$ cat src/rtl/alu_pkg.sv
// rtl/alu_pkg.sv - ALU control codes, opcode/funct constants, MD sequencer states and decode helpers
package alu_pkg;

  typedef enum logic [3:0] {
    ALU_AND     = 4'b0000,
    ALU_OR      = 4'b0001,
    ALU_ADD     = 4'b0010,
    ALU_XOR     = 4'b0011,
    ALU_NOR     = 4'b0100,
    ALU_SUB     = 4'b0110,
    ALU_SLT     = 4'b0111,
    ALU_SRL     = 4'b1000,
    ALU_SLL     = 4'b1001,
    ALU_SRA     = 4'b1010,
    ALU_SLTU    = 4'b1011,
    ALU_MULSTEP = 4'b1100,
    ALU_DIVSTEP = 4'b1101,
    ALU_MFHI    = 4'b1110,
    ALU_MFLO    = 4'b1111
  } alu_ctrl_e;

  localparam logic [2:0] ALUOP_ADD   = 3'b000;
  localparam logic [2:0] ALUOP_SUB   = 3'b001;
  localparam logic [2:0] ALUOP_RTYPE = 3'b010;
  localparam logic [2:0] ALUOP_OR    = 3'b011;
  localparam logic [2:0] ALUOP_AND   = 3'b100;
  localparam logic [2:0] ALUOP_SLT   = 3'b101;
  localparam logic [2:0] ALUOP_XOR   = 3'b110;
  localparam logic [2:0] ALUOP_ILL   = 3'b111;

  localparam logic [5:0] FUNCT_SLL   = 6'b000000;
  localparam logic [5:0] FUNCT_SRL   = 6'b000010;
  localparam logic [5:0] FUNCT_SRA   = 6'b000011;
  localparam logic [5:0] FUNCT_MFHI  = 6'b010000;
  localparam logic [5:0] FUNCT_MFLO  = 6'b010010;
  localparam logic [5:0] FUNCT_MULT  = 6'b011000;
  localparam logic [5:0] FUNCT_MULTU = 6'b011001;
  localparam logic [5:0] FUNCT_DIV   = 6'b011010;
  localparam logic [5:0] FUNCT_DIVU  = 6'b011011;
  localparam logic [5:0] FUNCT_ADD   = 6'b100000;
  localparam logic [5:0] FUNCT_SUB   = 6'b100010;
  localparam logic [5:0] FUNCT_AND   = 6'b100100;
  localparam logic [5:0] FUNCT_OR    = 6'b100101;
  localparam logic [5:0] FUNCT_XOR   = 6'b100110;
  localparam logic [5:0] FUNCT_NOR   = 6'b100111;
  localparam logic [5:0] FUNCT_SLT   = 6'b101010;
  localparam logic [5:0] FUNCT_SLTU  = 6'b101011;

  typedef enum logic [1:0] {
    IDLE = 2'd0,
    BUSY = 2'd1,
    DONE = 2'd2
  } md_state_e;

  // mult/multu/div/divu share the 0110xx funct pattern
  function automatic logic is_md_op(input logic [5:0] funct);
    return funct[5:2] == 4'b0110;
  endfunction

  function automatic logic funct_defined(input logic [5:0] funct);
    case (funct)
      FUNCT_SLL, FUNCT_SRL, FUNCT_SRA, FUNCT_MFHI, FUNCT_MFLO,
      FUNCT_MULT, FUNCT_MULTU, FUNCT_DIV, FUNCT_DIVU,
      FUNCT_ADD, FUNCT_SUB, FUNCT_AND, FUNCT_OR, FUNCT_XOR,
      FUNCT_NOR, FUNCT_SLT, FUNCT_SLTU: return 1'b1;
      default: return 1'b0;
    endcase
  endfunction

endpackage

$ cat src/rtl/aludec_mc_if.sv
// rtl/aludec_mc_if.sv - decode/MD-control bundle between main decoder and aludec_mc (ALUDEC_ILLEGAL_EN adds illegal flags)
interface aludec_mc_if #(
  parameter int CTRL_W = 4
) ();

  logic              valid_i;
  logic [2:0]        aluop;
  logic [5:0]        funct;
  logic [CTRL_W-1:0] alucontrol;
  logic              stall;
  logic              md_start;
  logic              md_busy;
  logic              md_is_div;
  logic              md_signed;
  logic [CTRL_W-1:0] md_ctrl;
  logic              hilo_we;
`ifdef ALUDEC_ILLEGAL_EN
  logic              illegal_o;
  logic              illegal_seen_o;

  modport master (
    output valid_i, aluop, funct,
    input  alucontrol, stall, md_start, md_busy, md_is_div, md_signed, md_ctrl, hilo_we,
    input  illegal_o, illegal_seen_o
  );

  modport slave (
    input  valid_i, aluop, funct,
    output alucontrol, stall, md_start, md_busy, md_is_div, md_signed, md_ctrl, hilo_we,
    output illegal_o, illegal_seen_o
  );
`else
  modport master (
    output valid_i, aluop, funct,
    input  alucontrol, stall, md_start, md_busy, md_is_div, md_signed, md_ctrl, hilo_we
  );

  modport slave (
    input  valid_i, aluop, funct,
    output alucontrol, stall, md_start, md_busy, md_is_div, md_signed, md_ctrl, hilo_we
  );
`endif

endinterface

$ cat src/rtl/md_sequencer.sv
// rtl/md_sequencer.sv - IDLE/BUSY/DONE sequencer that times a mult/div op and strobes the HI/LO write
module md_sequencer
  import alu_pkg::*;
#(
  parameter int CTRL_W    = 4,
  parameter int MD_CYCLES = 32
) (
  input  logic              clk,
  input  logic              reset_n,
  input  logic              start,
  input  logic              start_div,
  input  logic              start_signed,
  output logic              idle,
  output logic              busy,
  output logic              done,
  output logic              is_div,
  output logic              is_signed,
  output logic [CTRL_W-1:0] md_ctrl
);

  localparam int CW = (MD_CYCLES > 1) ? $clog2(MD_CYCLES) : 1;

  md_state_e state, state_nxt;
  logic [CW-1:0] cnt, cnt_nxt;
  logic is_div_q, is_div_nxt;
  logic signed_q, signed_nxt;
  alu_ctrl_e step;

  // state, counter and latched op kind; reset aborts any op in flight
  always_ff @(posedge clk or negedge reset_n) begin
    if (!reset_n) begin
      state    <= IDLE;
      cnt      <= '0;
      is_div_q <= 1'b0;
      signed_q <= 1'b0;
    end else begin
      state    <= state_nxt;
      cnt      <= cnt_nxt;
      is_div_q <= is_div_nxt;
      signed_q <= signed_nxt;
    end
  end

  // next state: BUSY lasts MD_CYCLES-1 cycles so hilo_we lands MD_CYCLES after md_start
  always_comb begin
    state_nxt  = state;
    cnt_nxt    = cnt;
    is_div_nxt = is_div_q;
    signed_nxt = signed_q;
    busy       = 1'b0;
    done       = 1'b0;
    step       = ALU_ADD;
    case (state)
      IDLE: begin
        if (start) begin
          state_nxt  = BUSY;
          cnt_nxt    = CW'(MD_CYCLES - 1);
          is_div_nxt = start_div;
          signed_nxt = start_signed;
        end
      end
      BUSY: begin
        busy    = 1'b1;
        step    = is_div_q ? ALU_DIVSTEP : ALU_MULSTEP;
        cnt_nxt = cnt - CW'(1);
        if (cnt_nxt == '0) state_nxt = DONE;
      end
      DONE: begin
        done      = 1'b1;
        state_nxt = IDLE;
      end
      default: state_nxt = IDLE;
    endcase
  end

  assign idle      = (state == IDLE);
  assign is_div    = is_div_q;
  assign is_signed = signed_q;
  assign md_ctrl   = CTRL_W'(step);

endmodule

$ cat src/rtl/aludec_mc.sv
// rtl/aludec_mc.sv - ALU control decoder with mult/div interlock; ALUDEC_ILLEGAL_EN adds illegal_o/illegal_seen_o
module aludec_mc
  import alu_pkg::*;
#(
  parameter int CTRL_W    = 4,
  parameter int MD_CYCLES = 32
) (
  input logic        clk,
  input logic        reset_n,
  aludec_mc_if.slave bus
);

  alu_ctrl_e code;
  logic rtype;
  logic md_op;
  logic hilo_rd;
  logic seq_idle;
  logic issue;

  assign rtype   = (bus.aluop == ALUOP_RTYPE);
  assign md_op   = rtype && is_md_op(bus.funct);
  assign hilo_rd = rtype && (bus.funct == FUNCT_MFHI || bus.funct == FUNCT_MFLO);

  // anything touching HI/LO waits while the MD unit is still working, including its write-back cycle
  assign bus.stall    = bus.valid_i && (md_op || hilo_rd) && !seq_idle;
  assign issue        = bus.valid_i && md_op && seq_idle;
  assign bus.md_start = issue;

  // ALU code decode; MD ops, illegal codes and bubbles all fall back to ADD
  always_comb begin
    code = ALU_ADD;
    case (bus.aluop)
      ALUOP_ADD: code = ALU_ADD;
      ALUOP_SUB: code = ALU_SUB;
      ALUOP_OR:  code = ALU_OR;
      ALUOP_AND: code = ALU_AND;
      ALUOP_SLT: code = ALU_SLT;
      ALUOP_XOR: code = ALU_XOR;
      ALUOP_RTYPE: begin
        case (bus.funct)
          FUNCT_ADD:  code = ALU_ADD;
          FUNCT_SUB:  code = ALU_SUB;
          FUNCT_AND:  code = ALU_AND;
          FUNCT_OR:   code = ALU_OR;
          FUNCT_XOR:  code = ALU_XOR;
          FUNCT_NOR:  code = ALU_NOR;
          FUNCT_SLT:  code = ALU_SLT;
          FUNCT_SLTU: code = ALU_SLTU;
          FUNCT_SLL:  code = ALU_SLL;
          FUNCT_SRL:  code = ALU_SRL;
          FUNCT_SRA:  code = ALU_SRA;
          FUNCT_MFHI: code = ALU_MFHI;
          FUNCT_MFLO: code = ALU_MFLO;
          default:    code = ALU_ADD;
        endcase
      end
      default: code = ALU_ADD;
    endcase
    if (!bus.valid_i) code = ALU_ADD;
  end

  assign bus.alucontrol = CTRL_W'(code);

  md_sequencer #(
    .CTRL_W    (CTRL_W),
    .MD_CYCLES (MD_CYCLES)
  ) u_md_sequencer (
    .clk          (clk),
    .reset_n      (reset_n),
    .start        (issue),
    .start_div    (bus.funct == FUNCT_DIV || bus.funct == FUNCT_DIVU),
    .start_signed (bus.funct == FUNCT_MULT || bus.funct == FUNCT_DIV),
    .idle         (seq_idle),
    .busy         (bus.md_busy),
    .done         (bus.hilo_we),
    .is_div       (bus.md_is_div),
    .is_signed    (bus.md_signed),
    .md_ctrl      (bus.md_ctrl)
  );

`ifdef ALUDEC_ILLEGAL_EN
  logic seen_q;

  assign bus.illegal_o = bus.valid_i &&
                         (bus.aluop == ALUOP_ILL || (rtype && !funct_defined(bus.funct)));

  // sticky record of any illegal instruction since reset
  always_ff @(posedge clk or negedge reset_n) begin
    if (!reset_n) seen_q <= 1'b0;
    else if (bus.illegal_o) seen_q <= 1'b1;
  end

  assign bus.illegal_seen_o = seen_q;
`endif

endmodule

$ cat src/flat_wrapper.sv
// flat-port wrapper written by rule: the top's interface ports become plain ports
module aludec_mc_flat import alu_pkg::*;
#(
  parameter int CTRL_W    = 4,
  parameter int MD_CYCLES = 32
)
  (clk, reset_n, bus_valid_i, bus_aluop, bus_funct, bus_alucontrol, bus_stall, bus_md_start, bus_md_busy, bus_md_is_div, bus_md_signed, bus_md_ctrl, bus_hilo_we);
  aludec_mc_if #(.CTRL_W(CTRL_W)) bus_i ();
  input logic clk;
  input logic reset_n;
  input wire logic [$bits(bus_i.valid_i)-1:0] bus_valid_i;
  input wire logic [$bits(bus_i.aluop)-1:0] bus_aluop;
  input wire logic [$bits(bus_i.funct)-1:0] bus_funct;
  output wire logic [$bits(bus_i.alucontrol)-1:0] bus_alucontrol;
  output wire logic [$bits(bus_i.stall)-1:0] bus_stall;
  output wire logic [$bits(bus_i.md_start)-1:0] bus_md_start;
  output wire logic [$bits(bus_i.md_busy)-1:0] bus_md_busy;
  output wire logic [$bits(bus_i.md_is_div)-1:0] bus_md_is_div;
  output wire logic [$bits(bus_i.md_signed)-1:0] bus_md_signed;
  output wire logic [$bits(bus_i.md_ctrl)-1:0] bus_md_ctrl;
  output wire logic [$bits(bus_i.hilo_we)-1:0] bus_hilo_we;
  assign bus_i.valid_i = bus_valid_i;
  assign bus_i.aluop = bus_aluop;
  assign bus_i.funct = bus_funct;
  assign bus_alucontrol = bus_i.alucontrol;
  assign bus_stall = bus_i.stall;
  assign bus_md_start = bus_i.md_start;
  assign bus_md_busy = bus_i.md_busy;
  assign bus_md_is_div = bus_i.md_is_div;
  assign bus_md_signed = bus_i.md_signed;
  assign bus_md_ctrl = bus_i.md_ctrl;
  assign bus_hilo_we = bus_i.hilo_we;
  aludec_mc #(.CTRL_W(CTRL_W), .MD_CYCLES(MD_CYCLES)) u_core (.clk(clk), .reset_n(reset_n), .bus(bus_i));
endmodule
$ cat config.mk
export PLATFORM = sky130hd
export DESIGN_NAME = aludec_mc_flat
export DESIGN_NICKNAME = d
export VERILOG_FILES = /design/src/rtl/alu_pkg.sv /design/src/rtl/aludec_mc_if.sv /design/src/rtl/md_sequencer.sv /design/src/rtl/aludec_mc.sv /design/src/flat_wrapper.sv
export SDC_FILE = /design/constraint.sdc
export NUM_CORES = 1
export LEC_CHECK = 0
export ABC_AREA = 1
export CORE_ASPECT_RATIO = 0.75
export CORE_UTILIZATION = 45
export DETAILED_ROUTE_END_ITERATION = 7
export PLACE_DENSITY = 0.81
export SYNTH_ARGS = -nofsm -noshare
export SYNTH_HDL_FRONTEND = slang
export SYNTH_SLANG_ARGS = --single-unit
$ cat constraint.sdc
create_clock -name clk -period 2.6 [get_ports clk]
set_input_delay 0.65 -clock clk [delete_from_list [all_inputs] [get_ports clk]]
set_output_delay 0.65 -clock clk [all_outputs]
set_load 0.02 [all_outputs]
==> impl_metrics.toml, run 1 <==
[run_status]
status = "finished, final reports clean"

[worst_setup_path]
cp-end-kind = "output pin"
slowest_delay_ns = 0.43
worstSetupStartpointType = "primary input"
crit_fanout = 3
r2r_start = "u_core.u_md_sequencer.cnt[0]"
worstSetupStartpoint = "bus_aluop[0]"
cpMaxStageDelayCell = "clkdlybuf4s50_1"
ff2ff_path_depth = 7
cp_data_required_time_ns = 1.95
rr_endpoint = "u_core.u_md_sequencer.state[0]"
criticalPathCategory = "primary input to output pin"
crit_path_cell_trace = "clkdlybuf4s50_1, inv_2, nand2_2, buf_4, a21oi_1, nor2_1, a21oi_2, buf_6"
r2r_setup_slack_ns = 1.23
arrival_ns = 1.85

[yosys]
synth_nets = 141
synth-async-reset-ratio_pct = 100.0
synth_area_um2 = 860.8
ys_ff_latch = 9
ys_warn_count = 0
synth_flop_cell = "dfrtp_1"
synth_edf_count = 0
ys_types = 23
postSynthAreaPerCell_um2 = 6.999
yosysSeqAreaShare_pct = 26.16
syn-instance-count = 123

[timing]
period_share_pct = 96.07
worst_pin_slew_ns = 0.4396
rsz0062_at_grt = "no"
setup_viol = 0
max-slew-margin-rel_pct = 70.60
max_freq_mhz = 400.4
maxSlewViolCount = 0
skew_ns = 0.002573
fin_crit_ns = 2.498
hold_viol = 0

[power_and_ir_drop]
power.static_leakage_nw = 0.6903
power.density_mw_per_mm2 = 565.9
pwr-share-clk_pct = 15.7
seqPwrFrac_pct = 29.8
pwr-share-comb_pct = 54.5
p_int_w = 0.0004091
p_sw_w = 0.0003074
switching_share_pct = 42.91
power_w = 0.0007165
ir_worst_vdd_uv = 624.5

[cts]
numCtsBuffers = 3
cts_sinks = 9
cts_tree = "built"
h-tree-depth = 1
cts_buffer_depth = 2
clkTransAtPathRegs_ns = 0.06
insertion_delay_ns = 0.27
root_buffer = "clkbuf_4"

[routing]
drcViolationCount = 0
drt-initial-drc-count = 17
wirelength_um = 2141
first_pass_iters = 4
viasPerCell = 4.803
wl_per_cell_um = 11.39
ant_nets = 0
vias = 903

[cells_and_area]
nNetsFinal = 185
n_antenna_cell = 0
drive_above_1_share_pct = 29.52
final_area_mm2 = 0.001266
area_delta_synth_final_pct = 47.09
fillers = 144

[global_route]
antenna_found_initial = 0
grt_pass1_vias = 807
grt_max_degree = 10
grt_usage_pct = 24.08
grt_pass1_wl_um = 3505
grt-ovfl-total = 0

[hold_path]
hold_end = "u_core.u_md_sequencer.is_signed"
hold_depth = 2
hold_path.class = "register to register"
min-delay-start = "u_core.u_md_sequencer.is_signed"

[floorplan]
core_area_mm2 = 0.001757
rows = 13
fp.dieH_um = 39.88
chipWidth_um = 52.51
die_area_mm2 = 0.002094
start_util_pct = 49.00
io_pins = 26

[run]
drv_cap = 0

[placed_design]
finalWeightedCongestion = 0.8367
post-dp-hpwl_um = 1749
io_buffers = 25
detailed_place.area_mm2 = 0.001244
-- cells in the final DEF (no fill, tap or decap), drive strengths merged --
cell type,instances
buf,22
a21oi,3
ha,6
inv,24
a31oi,2
nand3,11
a21boi,3
xor2,3
o21ai,5
clkdlybuf4s15,1
nor2,17
nor4,1
o211ai,1
nand4,2
clkdlybuf4s50,13
dlymetal6s2s,2
clkbuf,5
dlygate4sd2,2
dfrtp,9
nand2,34
-- worst max-delay path, delay by kind of cell --
kind / cells / cell delay, ns
compound gates: 2 / 0.26
simple gates: 2 / 0.16
buf+inv: 4 / 0.78
-- repair_timing --
item	4_1_cts	5_1_grt
endpoints found under the setup margin	6	6
hold buffers	0	0
setup buffers	0	0
resized for setup	34	12
pin swaps	2	1
-- worst max-delay path by stage --
stage / endpoint / depth (start not counted)
6_report: bus_alucontrol[0] / 8
3_5_place_dp: bus_alucontrol[0] / 10
3_3_place_gp: bus_alucontrol[0] / 10
5_1_grt: bus_alucontrol[0] / 10
4_1_cts: bus_md_start / 7
2_1_floorplan: bus_stall / 6
-- cell families (layout without fill, tap and decap cells) --
| family | count (synthesis) | after routing | synth area share, % |
|---|---|---|---|
| adder cells (fa/ha/maj) | 6 | 6 | 8.721 |
| flip-flops | 9 | 9 | 26.16 |
| buffers and inverters | 26 | 69 | 12.21 |
| AO/OA/AOI/OAI | 14 | 14 | 11.34 |
| AND/OR/NAND/NOR | 65 | 65 | 38.52 |
| XOR/XNOR | 3 | 3 | 3.053 |
-- flip-flops by register name (all words and copies together) (netlist names) --
register and flops:
u_core.u_md_sequencer.is_div 1, u_core.u_md_sequencer.state 2, u_core.u_md_sequencer.cnt 5, u_core.u_md_sequencer.is_signed 1
-- power groups by stage --
stage	Combinational, W	Sequential, W	Clock (W)
6_report	0.000391	0.000213	0.000113
4_1_cts	0.000387	0.000214	0.000116
5_1_grt	0.000431	0.000222	0.000123
3_3_place_gp	0.000375	0.000215	0
2_1_floorplan	0.000255	0.000216	0
3_5_place_dp	0.000387	0.000217	0
-- through the flow --
| step | hold slack, ns | setup WS [ns] | util [%] | cells | setup TNS, ns |
|---|---|---|---|---|---|
| finish | 0.4989 | 0.1022 | 72.08 | 188 | 0 |
| global route | 0.5262 | 0.003499 | 72.08 | 188 | 0 |
| CTS | 0.5002 | 0.01368 | 71.79 | 188 | 0 |
| detailed placement | 0.4657 | -0.6188 | 70.80 | 184 | -3.004 |
| global placement | 0.4659 | -0.5747 | 70.80 | 184 | -2.792 |
| floorplan | 0.3544 | 0.2726 | - | 123 | 0 |
-- synthesized netlist by cell type, drive strengths merged (2+ instances only) --
cell type | n | area share (%)
nand4 | 2 | 1.5
buf | 2 | 1.7
a21boi | 3 | 3.9
nor2 | 17 | 12
a21oi | 3 | 1.7
dfrtp | 9 | 26
ha | 6 | 8.7
inv | 24 | 10
a31oi | 2 | 1.5
nand2 | 34 | 17
o21ai | 5 | 3.3
nand3 | 11 | 6.4
xor2 | 3 | 3.1
-- layer usage --
layer | vias to the layer above | share of wire (%) | GRT usage [%]
met1 | 416 | 47 | 29.55
met4 | 0 | 0.89 | 7.895
met3 | 4 | 2.0 | 4.651
met5 | - | 0 | 0
li1 | 469 | - | -
met2 | 14 | 50 | 42.41
-- area by class of cell --
cell class / instances / area (um2) / share of cell area, %
flip-flops and latches: 9 / 225.2 / 17.79
multi-input cells: 88 / 546.8 / 43.18
well taps: 22 / 27.53 / 2.174
clock buffers: 4 / 26.28 / 2.075
repair buffers: 41 / 350.3 / 27.67
inverters: 24 / 90.09 / 7.115
(Power assumes the default switching activity.)
==> run 2: changes to the inputs <==
--- a/config.mk
+++ b/config.mk
@@ -10,6 +10,7 @@
 export CORE_UTILIZATION = 45
 export DETAILED_ROUTE_END_ITERATION = 7
 export PLACE_DENSITY = 0.81
+export RECOVER_POWER = 50
 export SYNTH_ARGS = -nofsm -noshare
 export SYNTH_HDL_FRONTEND = slang
 export SYNTH_SLANG_ARGS = --single-unit
==> constraint.sdc (replaced) <==
create_clock -name clk -period 3.2 [get_ports clk]
set_input_delay 0.8 -clock clk [delete_from_list [all_inputs] [get_ports clk]]
set_output_delay 0.8 -clock clk [all_outputs]
set_load 0.02 [all_outputs]
==> impl_metrics.toml, run 2 (synthesis results as in run 1) <==
[timing]
worst_pin_slew_ns = 0.4467
rsz0062_at_grt = "no"
max-slew-margin-rel_pct = 70.11
setup_slack_ns = 0.1224
max_freq_mhz = 324.9
period_share_pct = 96.17
hold_viol = 0
maxSlewViolCount = 0
skew_ns = 0.003838
fin_crit_ns = 3.078
setup_viol = 0

[floorplan]
core_area_mm2 = 0.001757
chipWidth_um = 52.51
fp.dieH_um = 39.88
rows = 13
io_pins = 26
start_util_pct = 49.00
die_area_mm2 = 0.002094

[cells_and_area]
n_antenna_cell = 0
multi_input_area_um2 = 523.0
area_delta_synth_final_pct = 44.77
final_cell_count_no_fill = 188
mostFrequentLayoutCells = "29 x nand2_1, 21 x inv_1, 15 x clkdlybuf4s50_1, 15 x buf_4, 12 x nor2_1"
fillers = 143
largest_reg_flops = 5
nNetsFinal = 185
layout_commonest_cell = "nand2_1"
top_register = "u_core.u_md_sequencer.cnt"
reg.largest.list = "u_core.u_md_sequencer.cnt x5, u_core.u_md_sequencer.state x2"
seqCellArea_um2 = 225.2
fin_util_pct = 70.94
drive_above_1_share_pct = 22.29

[placed_design]
preCtsSetupSlack_ns = -0.3350
place_inst = 184
io_buffers = 25
post-dp-hpwl_um = 1703
finalWeightedCongestion = 0.8359

[power_and_ir_drop]
p_sw_w = 0.0002456
power_w = 0.0005735
switching_share_pct = 42.83
power.density_mw_per_mm2 = 460.2
power.static_leakage_nw = 0.6811
p_int_w = 0.0003278
pwr-share-clk_pct = 16.5
ir_worst_vdd_uv = 386.6
pwr-share-comb_pct = 53.2
seqPwrFrac_pct = 30.3

[worst_setup_path]
crit_path_cell_trace = "clkdlybuf4s50_1, inv_1, ha_1, nand2_1, nand2_1, nand3_1, nand2_1, nand3_1, a21oi_1, buf_2"
crit_family = "buffers and inverters"
worstSetupStartpointType = "primary input"
crit_fanout = 2
cp-end-kind = "output pin"
arrival_ns = 2.28
criticalPathCategory = "primary input to output pin"
crit_buf_inv = 3
cpMaxStageDelayCell = "clkdlybuf4s50_1"
cp_data_required_time_ns = 2.40
critical_path.most_common_cell = "nand2_1"
slowest_delay_ns = 0.47

[cts]
h-tree-depth = 1
cts_buffer_depth = 2
cts_tree = "built"
cts_hold_buf = 0
clkTransAtPathRegs_ns = 0.07
cts_sinks = 9
cts_resized = 9
root_buffer = "clkbuf_4"
post_cts_buffers = 0
insertion_delay_ns = 0.27
numCtsBuffers = 3

[routing]
first_pass_iters = 4
drcViolationCount = 0
wirelength_um = 2031
ant_nets = 0
drt-initial-drc-count = 19
vias = 890
viasPerCell = 4.734
wl_per_cell_um = 10.80

[global_route]
grt-ovfl-total = 0
grt_max_degree = 10
grt_pass1_vias = 775
grt_usage_pct = 22.43
grt_pass1_wl_um = 3180
antenna_found_initial = 0

[run]
drv_cap = 0

[run_status]
status = "finished, final reports clean"

[hold_path]
hold_path.class = "register to register"
run 2: cell types whose count changed in the layout (fill, tap and decap cells not counted), sizes merged:
cell           previous run  this run
buf                      22        16
clkbuf                    5         6
clkdlybuf4s15             1         0
clkdlybuf4s50            13        15
dlygate4sd2               2         4
dlygate4sd3               0         3
dlymetal6s2s              2         1
run 2: cell type report:
type                            instances  share of cell area (%)
Multi-Input combinational cell         88                   41.97
Inverter                               24                   7.229
Sequential cell                         9                   18.07
Tap cell                               22                   2.209
Timing Repair Buffer                   41                   28.41
Clock buffer                            4                   2.108
run 2: worst paths after layout:
| check | end | cells past startpoint | start | slack (ns) |
|---|---|---|---|---|
| worst max-delay path | bus_alucontrol[0] | 10 | bus_funct[0] | 0.12 |
| worst max register to register | u_core.u_md_sequencer.cnt[4] | 4 | u_core.u_md_sequencer.state[0] | 1.78 |
| worst min register to register | u_core.u_md_sequencer.is_signed | 2 | u_core.u_md_sequencer.is_signed | 0.48 |
| min in group asynchronous | u_core.u_md_sequencer.cnt[2] | 1 | reset_n | 0.90 |
| max in group asynchronous | u_core.u_md_sequencer.cnt[3] | 1 | reset_n | 2.01 |
| worst min-delay path | u_core.u_md_sequencer.is_signed | 2 | u_core.u_md_sequencer.is_signed | 0.48 |
run 2: power by group through the flow:
stage	clock network, W	logic, W	registers, W
after floorplan	0	0.000207	0.000175
after global routing	0.000103	0.000337	0.000180
after CTS	0.0000961	0.000314	0.000174
after detailed placement	0	0.000314	0.000177
after global placement	0	0.000305	0.000175
final	0.0000944	0.000305	0.000174
run 2: worst register-to-register path, cell delays in order, from the launching register on:
cell and delay [ns]:
dfrtp_1 0.39, nand2_1 0.21, inv_1 0.19, nor2_1 0.40, a21boi_2 0.10
run 2: metrics by stage:
step | hold WS [ns] | TNS, ns | instance area [um2]
global placement | 0.4655 | -0.9942 | 1244
floorplan | 0.4833 | 0 | 860.8
detailed placement | 0.4642 | -1.154 | 1244
finish | 0.4847 | 0 | 1246
global route | 0.5316 | 0 | 1246
CTS | 0.4835 | 0 | 1266
run 2: layer usage:
layer,wire length [um],global-route usage (%),vias up
li1,-,-,471
met1,985,28.25,394
met2,956,34.49,23
met3,59,5.814,2
met4,29,13.16,0
met5,0,0,-
